[src/rtl/vadd_issue_seq.sv]
// vadd_issue_seq
// Issue sequencer for the vAdd/min-max ALU pipeline. Accepts one add-class vector
// command, splits it into DATA_WIDTH-wide beats and drives the ALU request port.
// It signals done once the last beat has left the fixed-latency ALU pipe.
//
// Ports
//   clk, rst            clock, synchronous active-high reset
//   cmd_valid/ready     command handshake (ready only while idle)
//   cmd_vl/sew/opsel    element count, element width (8 << sew), ALU opSel
//   cmd_addr            destination base byte address (BE_WIDTH aligned)
//   stall               hold issue for this cycle (operand not available)
//   alu_*               registered ALU request: valid, addr, byte enables, start index,
//                       first/last beat flags, latched opsel and sew
//   busy                sequencer not idle
//   done / err          one-cycle completion pulse / illegal-sew pulse (with done)
module vadd_issue_seq #(
  parameter int DATA_WIDTH    = 64,
  parameter int BE_WIDTH      = DATA_WIDTH / 8,
  parameter int ADDR_WIDTH    = 32,
  parameter int VL_WIDTH      = 16,
  parameter int OPSEL_WIDTH   = 9,
  parameter int PIPE_LAT      = 6,
  parameter int ENABLE_64_BIT = 0
) (
  input  logic                   clk,
  input  logic                   rst,
  input  logic                   cmd_valid,
  output logic                   cmd_ready,
  input  logic [VL_WIDTH-1:0]    cmd_vl,
  input  logic [1:0]             cmd_sew,
  input  logic [OPSEL_WIDTH-1:0] cmd_opsel,
  input  logic [ADDR_WIDTH-1:0]  cmd_addr,
  input  logic                   stall,
  output logic                   alu_valid,
  output logic [ADDR_WIDTH-1:0]  alu_addr,
  output logic [BE_WIDTH-1:0]    alu_be,
  output logic [5:0]             alu_start_idx,
  output logic                   alu_req_start,
  output logic                   alu_req_end,
  output logic [OPSEL_WIDTH-1:0] alu_opsel,
  output logic [1:0]             alu_sew,
  output logic                   busy,
  output logic                   done,
  output logic                   err
);

  localparam int BE_SHIFT = $clog2(BE_WIDTH);
  localparam int CNT_W    = $clog2(PIPE_LAT + 2);
  localparam logic [CNT_W-1:0]    CNT_ZERO = {CNT_W{1'b0}};
  localparam logic [CNT_W-1:0]    CNT_ONE  = {{(CNT_W-1){1'b0}}, 1'b1};
  localparam logic [VL_WIDTH-1:0] VL_ZERO  = {VL_WIDTH{1'b0}};
  localparam logic [VL_WIDTH-1:0] VL_ONE   = {{(VL_WIDTH-1){1'b0}}, 1'b1};
  localparam logic [BE_WIDTH:0]   BE_ONE   = {{BE_WIDTH{1'b0}}, 1'b1};

  typedef enum logic [1:0] {
    IDLE  = 2'd0,
    ISSUE = 2'd1,
    DRAIN = 2'd2
  } state_t;

  state_t state_r, state_nxt_s;

  // latched command
  logic [VL_WIDTH-1:0]    vl_r;
  logic [1:0]             sew_r;
  logic [OPSEL_WIDTH-1:0] opsel_r;
  logic [ADDR_WIDTH-1:0]  base_r;
  logic [VL_WIDTH-1:0]    beat_r;
  logic [CNT_W-1:0]       drain_r;

  // command classification
  logic accept_s, sew_bad_s, skip_s;

  // per-beat datapath
  logic [VL_WIDTH-1:0]   epb_s, elem0_s, rem_s;
  logic                  last_s, mask_op_s;
  logic [VL_WIDTH+2:0]   nbytes_s;
  logic [BE_WIDTH:0]     be_mask_s;
  logic [BE_WIDTH-1:0]   be_beat_s;
  logic [ADDR_WIDTH-1:0] line_idx_s, addr_beat_s;
  logic [5:0]            sidx_beat_s;

  // next values of the registered outputs
  logic                   cmd_ready_nxt_s, busy_nxt_s, done_nxt_s, err_nxt_s;
  logic                   alu_valid_nxt_s, alu_req_start_nxt_s, alu_req_end_nxt_s;
  logic [ADDR_WIDTH-1:0]  alu_addr_nxt_s;
  logic [BE_WIDTH-1:0]    alu_be_nxt_s;
  logic [5:0]             alu_start_idx_nxt_s;
  logic [OPSEL_WIDTH-1:0] alu_opsel_nxt_s;
  logic [1:0]             alu_sew_nxt_s;

  assign accept_s  = cmd_valid & cmd_ready;
  // sew=3 needs both the 64-bit option and a 64-bit datapath
  assign sew_bad_s = (cmd_sew == 2'd3) && ((ENABLE_64_BIT == 0) || (DATA_WIDTH < 64));
  assign skip_s    = (cmd_vl == VL_ZERO) || sew_bad_s;

  // Beat geometry: elements per beat, first element, remaining count, byte enables, address
  always_comb begin
    epb_s     = VL_WIDTH'(BE_WIDTH) >> sew_r;
    elem0_s   = beat_r * epb_s;
    rem_s     = vl_r - elem0_s;
    last_s    = (rem_s <= epb_s);
    mask_op_s = opsel_r[OPSEL_WIDTH-1];
    nbytes_s  = {3'b000, rem_s} << sew_r;
    // low nbytes ones; only meaningful on the last beat where nbytes <= BE_WIDTH
    be_mask_s = (BE_ONE << nbytes_s) - BE_ONE;
    if (last_s) begin
      be_beat_s = be_mask_s[BE_WIDTH-1:0];
    end else begin
      be_beat_s = {BE_WIDTH{1'b1}};
    end
    // mask results pack one bit per element, so 64 elements share one destination beat
    if (mask_op_s) begin
      line_idx_s  = ADDR_WIDTH'(elem0_s >> 3'd6);
      sidx_beat_s = elem0_s[5:0];
    end else begin
      line_idx_s  = ADDR_WIDTH'(beat_r);
      sidx_beat_s = 6'd0;
    end
    addr_beat_s = base_r + (line_idx_s << BE_SHIFT);
  end

  // State register
  always_ff @(posedge clk) begin
    if (rst) begin
      state_r <= IDLE;
    end else begin
      state_r <= state_nxt_s;
    end
  end

  // Next-state logic
  always_comb begin
    state_nxt_s = state_r;
    case (state_r)
      IDLE: begin
        if (accept_s && !skip_s) begin
          state_nxt_s = ISSUE;
        end else begin
          state_nxt_s = IDLE;
        end
      end
      ISSUE: begin
        if (!stall && last_s) begin
          state_nxt_s = DRAIN;
        end else begin
          state_nxt_s = ISSUE;
        end
      end
      DRAIN: begin
        if (drain_r == CNT_ZERO) begin
          state_nxt_s = IDLE;
        end else begin
          state_nxt_s = DRAIN;
        end
      end
      default: state_nxt_s = IDLE;
    endcase
  end

  // Output logic: next values for the registered outputs
  always_comb begin
    alu_valid_nxt_s     = 1'b0;
    alu_addr_nxt_s      = {ADDR_WIDTH{1'b0}};
    alu_be_nxt_s        = {BE_WIDTH{1'b0}};
    alu_start_idx_nxt_s = 6'd0;
    alu_req_start_nxt_s = 1'b0;
    alu_req_end_nxt_s   = 1'b0;
    alu_opsel_nxt_s     = {OPSEL_WIDTH{1'b0}};
    alu_sew_nxt_s       = 2'd0;
    done_nxt_s          = 1'b0;
    err_nxt_s           = 1'b0;
    case (state_r)
      IDLE: begin
        // degenerate commands complete without issuing anything
        if (accept_s && skip_s) begin
          done_nxt_s = 1'b1;
          err_nxt_s  = sew_bad_s;
        end else begin
          done_nxt_s = 1'b0;
          err_nxt_s  = 1'b0;
        end
      end
      ISSUE: begin
        if (stall) begin
          // keep the request fields so the held beat reissues unchanged
          alu_addr_nxt_s      = alu_addr;
          alu_be_nxt_s        = alu_be;
          alu_start_idx_nxt_s = alu_start_idx;
          alu_req_start_nxt_s = alu_req_start;
          alu_req_end_nxt_s   = alu_req_end;
          alu_opsel_nxt_s     = alu_opsel;
          alu_sew_nxt_s       = alu_sew;
        end else begin
          alu_valid_nxt_s     = 1'b1;
          alu_addr_nxt_s      = addr_beat_s;
          alu_be_nxt_s        = be_beat_s;
          alu_start_idx_nxt_s = sidx_beat_s;
          alu_req_start_nxt_s = (beat_r == VL_ZERO);
          alu_req_end_nxt_s   = last_s;
          alu_opsel_nxt_s     = opsel_r;
          alu_sew_nxt_s       = sew_r;
        end
      end
      DRAIN: begin
        if (drain_r == CNT_ZERO) begin
          done_nxt_s = 1'b1;
        end else begin
          done_nxt_s = 1'b0;
        end
      end
      default: begin
        done_nxt_s = 1'b0;
      end
    endcase
    cmd_ready_nxt_s = (state_nxt_s == IDLE);
    busy_nxt_s      = (state_nxt_s != IDLE);
  end

  // Command latch, beat counter and drain counter
  always_ff @(posedge clk) begin
    if (rst) begin
      vl_r    <= VL_ZERO;
      sew_r   <= 2'd0;
      opsel_r <= {OPSEL_WIDTH{1'b0}};
      base_r  <= {ADDR_WIDTH{1'b0}};
      beat_r  <= VL_ZERO;
      drain_r <= CNT_ZERO;
    end else begin
      case (state_r)
        IDLE: begin
          if (accept_s) begin
            vl_r    <= cmd_vl;
            sew_r   <= cmd_sew;
            opsel_r <= cmd_opsel;
            base_r  <= cmd_addr;
            beat_r  <= VL_ZERO;
          end
        end
        ISSUE: begin
          if (!stall) begin
            beat_r <= beat_r + VL_ONE;
            if (last_s) begin
              drain_r <= CNT_W'(PIPE_LAT);
            end
          end
        end
        DRAIN: begin
          if (drain_r != CNT_ZERO) begin
            drain_r <= drain_r - CNT_ONE;
          end
        end
        default: begin
          beat_r <= VL_ZERO;
        end
      endcase
    end
  end

  // Registered outputs
  always_ff @(posedge clk) begin
    if (rst) begin
      cmd_ready     <= 1'b1;
      busy          <= 1'b0;
      done          <= 1'b0;
      err           <= 1'b0;
      alu_valid     <= 1'b0;
      alu_addr      <= {ADDR_WIDTH{1'b0}};
      alu_be        <= {BE_WIDTH{1'b0}};
      alu_start_idx <= 6'd0;
      alu_req_start <= 1'b0;
      alu_req_end   <= 1'b0;
      alu_opsel     <= {OPSEL_WIDTH{1'b0}};
      alu_sew       <= 2'd0;
    end else begin
      cmd_ready     <= cmd_ready_nxt_s;
      busy          <= busy_nxt_s;
      done          <= done_nxt_s;
      err           <= err_nxt_s;
      alu_valid     <= alu_valid_nxt_s;
      alu_addr      <= alu_addr_nxt_s;
      alu_be        <= alu_be_nxt_s;
      alu_start_idx <= alu_start_idx_nxt_s;
      alu_req_start <= alu_req_start_nxt_s;
      alu_req_end   <= alu_req_end_nxt_s;
      alu_opsel     <= alu_opsel_nxt_s;
      alu_sew       <= alu_sew_nxt_s;
    end
  end

endmodule

[config.mk]
export PLATFORM = sky130hd
export DESIGN_NAME = vadd_issue_seq
export DESIGN_NICKNAME = d
export VERILOG_FILES = /design/src/rtl/vadd_issue_seq.sv
export SDC_FILE = /design/constraint.sdc
export NUM_CORES = 1
export LEC_CHECK = 0
export CAP_MARGIN = 20
export CORE_UTILIZATION = 58
export CTS_BUF_LIST = sky130_fd_sc_hd__clkbuf_8
export DETAILED_ROUTE_END_ITERATION = 16
export PLACE_DENSITY = 0.89
export RECOVER_POWER = 25
export SLEW_MARGIN = 20
export SYNTH_ARGS = -nofsm -noshare
export SYNTH_HDL_FRONTEND = slang
export SYNTH_SLANG_ARGS = --single-unit
[constraint.sdc]
create_clock -name clk -period 18.45 [get_ports clk]
set_input_delay 3.69 -clock clk [delete_from_list [all_inputs] [get_ports clk]]
set_output_delay 3.69 -clock clk [all_outputs]
set_load 0.005 [all_outputs]
# Yosys cells after proc, flatten, opt, wreduce, memory -nomap -nowiden
# Index checks and enable logic that the tools add are counted.
# Widths: inputs -> output; s select.
# totals
regBits	144
latch_bits	0
mem_bits_rw	0
rom_bits	0
in_bits	63
memories	0
# op_classes
add_sub_neg	5
multipliers	1
n_div	0
order_cmp	1
eq_ne	7
shift	3
muxes	18
bitwise	5
reduce_logical	19
# op_table
op	n
$mux 16	3
$pmux 16 s3	1
$add 32x19->32	1
$logic_not 16->1	2
$shl 1x19->8 const A	1
$shl 16x2->19	1
$add 16x1->16 const B	1
$le 16x16->1	1
$mul 16x16->16	1
$shr 4x2->16 const A	1
$sub 16x16->16	1
$mux 3	3
$mux 8	1
$ne 2x2->1 const B	4
$sub 8x1->8 const B	1
$mux 6	1
$pmux 2 s3	1
$pmux 3 s2	1
$eq 2x2->1 const B	2
$logic_not 2->1	2
$mux 1	4
$mux 2	2
$not 1->1	4
$reduce_and 4->1	1
14 further kinds	18

# Longest topological paths before layout
# logic_depth
word_depth	8
depth_mapped	34
mapped_depth_nobuf	32

# Worst setup path before layout
# Ideal clock, no wire load.
# synth_timing
path_type	register -> register
startpoint	register sew_r[0]
endpoint	register alu_be[2]
t_arrival_ns	7.322
required_ns	18.328
setup_slack_ns	11.007
stages_incl_launch_ff	32
n_path_buf	2
cell_sequence	dfxtp_1 -> clkbuf_1 -> inv_1 -> clkbuf_1 -> nor2_1 -> clkinv_1 -> nor2_1 -> fa_1 -> ha_1 -> inv_1 -> fa_1 -> inv_1 -> ha_1 -> a21o_1 -> a21oi_1 -> o21bai_1 -> a21oi_1 -> o21ba_2 -> o21ai_0 -> o41ai_1 -> xor2_1 -> ha_1 -> or3_1 -> or3_1 -> a31o_1 -> a211oi_2 -> or3b_1 -> or3_1 -> ha_1 -> inv_1 -> a41oi_1 -> o311a_1
# synth_via
elab_chain_cells	7
# synth_rtl
item	line_no	source
start, declared	65	logic [1:0] sew_r;
start signal, assigned	234	sew_r <= cmd_sew;
$shr 4x2->16	99	epb_s = VL_WIDTH'(BE_WIDTH) >> sew_r;
$mul 16x16->16	100	elem0_s = beat_r * epb_s;
$sub 16x16->16	101	rem_s = vl_r - elem0_s;
$shl 16x2->19	104	nbytes_s = {3'b000, rem_s} << sew_r;
$shl 1x19->8	106	be_mask_s = (BE_ONE << nbytes_s) - BE_ONE;
$sub 8x1->8	106	
$mux 8 *	107	if (last_s) begin
end signal, assigned	269	alu_be <= {BE_WIDTH{1'b0}};
end signal, assigned	282	alu_be <= alu_be_nxt_s;
end, declared	36	output logic [BE_WIDTH-1:0] alu_be,
# Mark *: on every way between the ends. The rest lies on a longest branch, timed or not.
# A chain may end at the register's enable or synchronous reset.

# Final worst setup path
# layout_timing
startpoint	register sew_r[1]
endpoint	register alu_be[2]
# Same word-level chain as after synthesis.

==> run metrics <==
crit path max-delay cell type=dfxtp_1; Post-Place Cells=roughly 1.5k; global-route wire length before repair=40.6 mm; Max Fanout on Critical Path=23; final hold vios=0; P_leak=4.62 nW; reg2reg end=alu_be[2]; worst setup path startpoint=sew_r[1]; clk_skew=16.4 ps; worst reg2reg setup slack=9430 ps; CP Data Required Time=18810 ps; crit start category=flip-flop; Most Frequent Cell on Critical Path=inv_1; ratio of cells with drive above 1 in the final layout=4.28%; syn_area_per_cell=7.88 um2; Register Area=2880 um2; Rows=46; WL per Instance=about 17 um; final net count=1466; largest net degree at the start of global routing=around 70; Die Ht=130 um; # diodes=0; total grt overflow=0; # resized after CTS=0; CP endpoint kind=flip-flop; CTS Hold Buffers Added=0; f_max=111 MHz; post-route ant nets=0; prevailing post-synth register cell=dfxtp_1; CTS tree=done; vias in the first global route=8480; Power Density=65.8 nW/um2; Initial Utilization=59.5%; Placeable Area=~16000 um2; Slew @ Worst Pin=2950 ps; Setup Fix Bufs, Post-CTS=0; area taken by multi-input logic gates=5990 um2; cell taking the most area after synthesis=dfxtp_1; fill count=1275; TritonCTS Buffers=17; failing checks=max-capacitance violations, max-slew violations; area share of the largest cell type after synthesis=30.5%; ranking of synthesized cells by area=dfxtp_1, ha_1, nand2_1; Place WS=9730 ps; placed instance area=between 10000 and 15000 um2; CP max stage delay=roughly 790 ps; Root Buffer=clkbuf_8; Max clock buf depth=2; initial antenna violation count=0; Final HPWL DP=around 18 mm; GP Congestion=0.911; final setup TNS=0 ps; GR Util All Layers=between 30% and 40%; HP Class=reg2reg; Clock transition at path regs=90 ps; DIE AREA=16800 um2; Final Slew Violations=63; Worst VDD drop=slightly above 70 uV; worst setup margin=around 9400 ps; Post-synth EDFFs=0; Final Non-Filler Cells=approximately 1.5k; total I/O pin count=127; Post-Route WL=25.2 mm; critical path arrival=9380 ps; Crit Path Class=reg2reg; drt drc=0; TritonCTS Sinks=144; fin area=~11000 um2; Syn Nets=1370; register area share after synthesis=30.5%; Worst-Skew Late Latency=470 ps; Async SR Flop Fraction=0%; DR iter-0 viols=780; Die Wd=130 um; vias per cell=5.94; worst setup path endpoint=alu_be[2]; setup repair after global routing missed its margin=no; Mapped Cells=between 1k and 1.5k; register bit total from synthesis=144; H-tree depth=4; part of the cycle the worst path needs=48.9%; max capacitance violation total=1; Design Power=0.739 mW; post-synthesis cell type count=66; DR pass1 iterations=6; status=finished, violations left; Buffers on Ports=126; slew margin rel.=-96.6%; Tmin final=9020 ps; Worst R2R Path Depth=30; Area Overhead vs Synth=18.8%; Ys Warns=0; final setup fails=0; DR vias=9060; area of the mapped netlist=9450 um2; Critical R2R Launch=sew_r[1]
==> synth_stat cells, drive strengths merged (19+ instances only) <==
cell type,instances
nand2,189
mux2i,27
a21oi,112
dfxtp,144
inv,99
o21ai,38
and3,22
nor3,31
xor2,19
clkbuf,48
xnor2,34
fa,26
ha,81
nor2,115
==> report_power, final <==
group | total, mW | switching, mW | internal, mW
combinational | 0.141 | 0.0826 | 0.0587
clock | 0.264 | 0.139 | 0.125
sequential | 0.334 | 0.0105 | 0.323
==> worst max-delay path: cells and delay by family (launching register included) <==
kind	cells	cell delay (ps)
AOI/OAI and AO/OA	9	2520
xor gates and xnor gates	1	230
adders and majority gates	6	2350
buffers and inverters	5	1030
DFF	1	790
and+or+nand+nor	9	1990
==> worst min path at each step <==
stage	start	end	slack, ps	cells past startpoint
finish	opsel_r[1]	opsel_r[1]	460	2
detailed placement	opsel_r[1]	opsel_r[1]	450	2
floorplan	base_r[0]	base_r[0]	440	2
CTS	opsel_r[1]	opsel_r[1]	460	2
global placement	opsel_r[0]	opsel_r[0]	440	2
global route	opsel_r[6]	opsel_r[6]	480	2
==> registers in the layout, indices dropped and copies added (netlist names), 2 cells and up <==
register / flops
alu_addr: 32
base_r: 32
beat_r: 16
vl_r: 16
alu_opsel: 9
opsel_r: 9
alu_be: 8
alu_start_idx: 6
drain_r: 3
alu_sew: 2
sew_r: 2
state_r: 2
==> per-stage QoR <==
stage | hold slack (ps) | util [%]
6_report | 457 | 70.7
3_5_place_dp | 448 | 68.1
5_1_grt | 484 | 70.7
3_3_place_gp | 441 | 68.1
4_1_cts | 459 | 70.7
2_1_floorplan | 436 | -
==> logic make-up after synthesis <==
group | share of synthesized area (%)
compound gates | 17.2
xor+xnor | 5.16
fa+ha+maj | 16.2
buf+inv | 6.19
flops | 30.5
mux | 3.10
simple gates | 21.6
==> final cells by class <==
cell class | count | area share [%]
clock buffers | 17 | 2.08
clock inverters | 15 | 1.62
inverters | 102 | 3.41
multi-input cells | 900 | 53.4
flip-flops and latches | 144 | 25.7
well taps | 216 | 2.41
repair buffers | 131 | 11.4
==> per-layer routing <==
layer,wire length [um],track usage [%],vias to the layer above
met5,0,0,-
met4,823,14.4,0
met3,1850,6.40,60
met2,11900,49.8,377
met1,10600,38.9,4314
li1,-,-,4309
==> placed cells by master, fill, tap and decap left out, types with 3 or more instances in the layout <==
cell type,instances
a31oi_1,12
a21o_1,8
clkbuf_8,17
xor2_1,19
inv_6,3
and2_1,5
o21bai_1,6
nand3_1,18
mux2i_1,27
clkdlybuf4s50_1,123
or2_2,7
ha_1,81
o2111ai_1,5
nor3_1,31
o31ai_1,5
a22oi_1,6
clkinv_1,3
and3_1,21
nor2_1,115
a21oi_1,112
clkinv_4,5
inv_1,99
nand4_1,11
dfxtp_1,144
fa_1,26
nor4b_1,4
or3_1,8
nand2_1,189
o21a_1,15
a211oi_1,13
o21ai_0,37
nor2b_1,11
o311a_1,5
nand2b_1,11
a41oi_1,3
xnor2_1,34
a311oi_1,4
nor4_1,12
o31a_1,4
buf_4,4
Power figures use the tool's default switching activity.
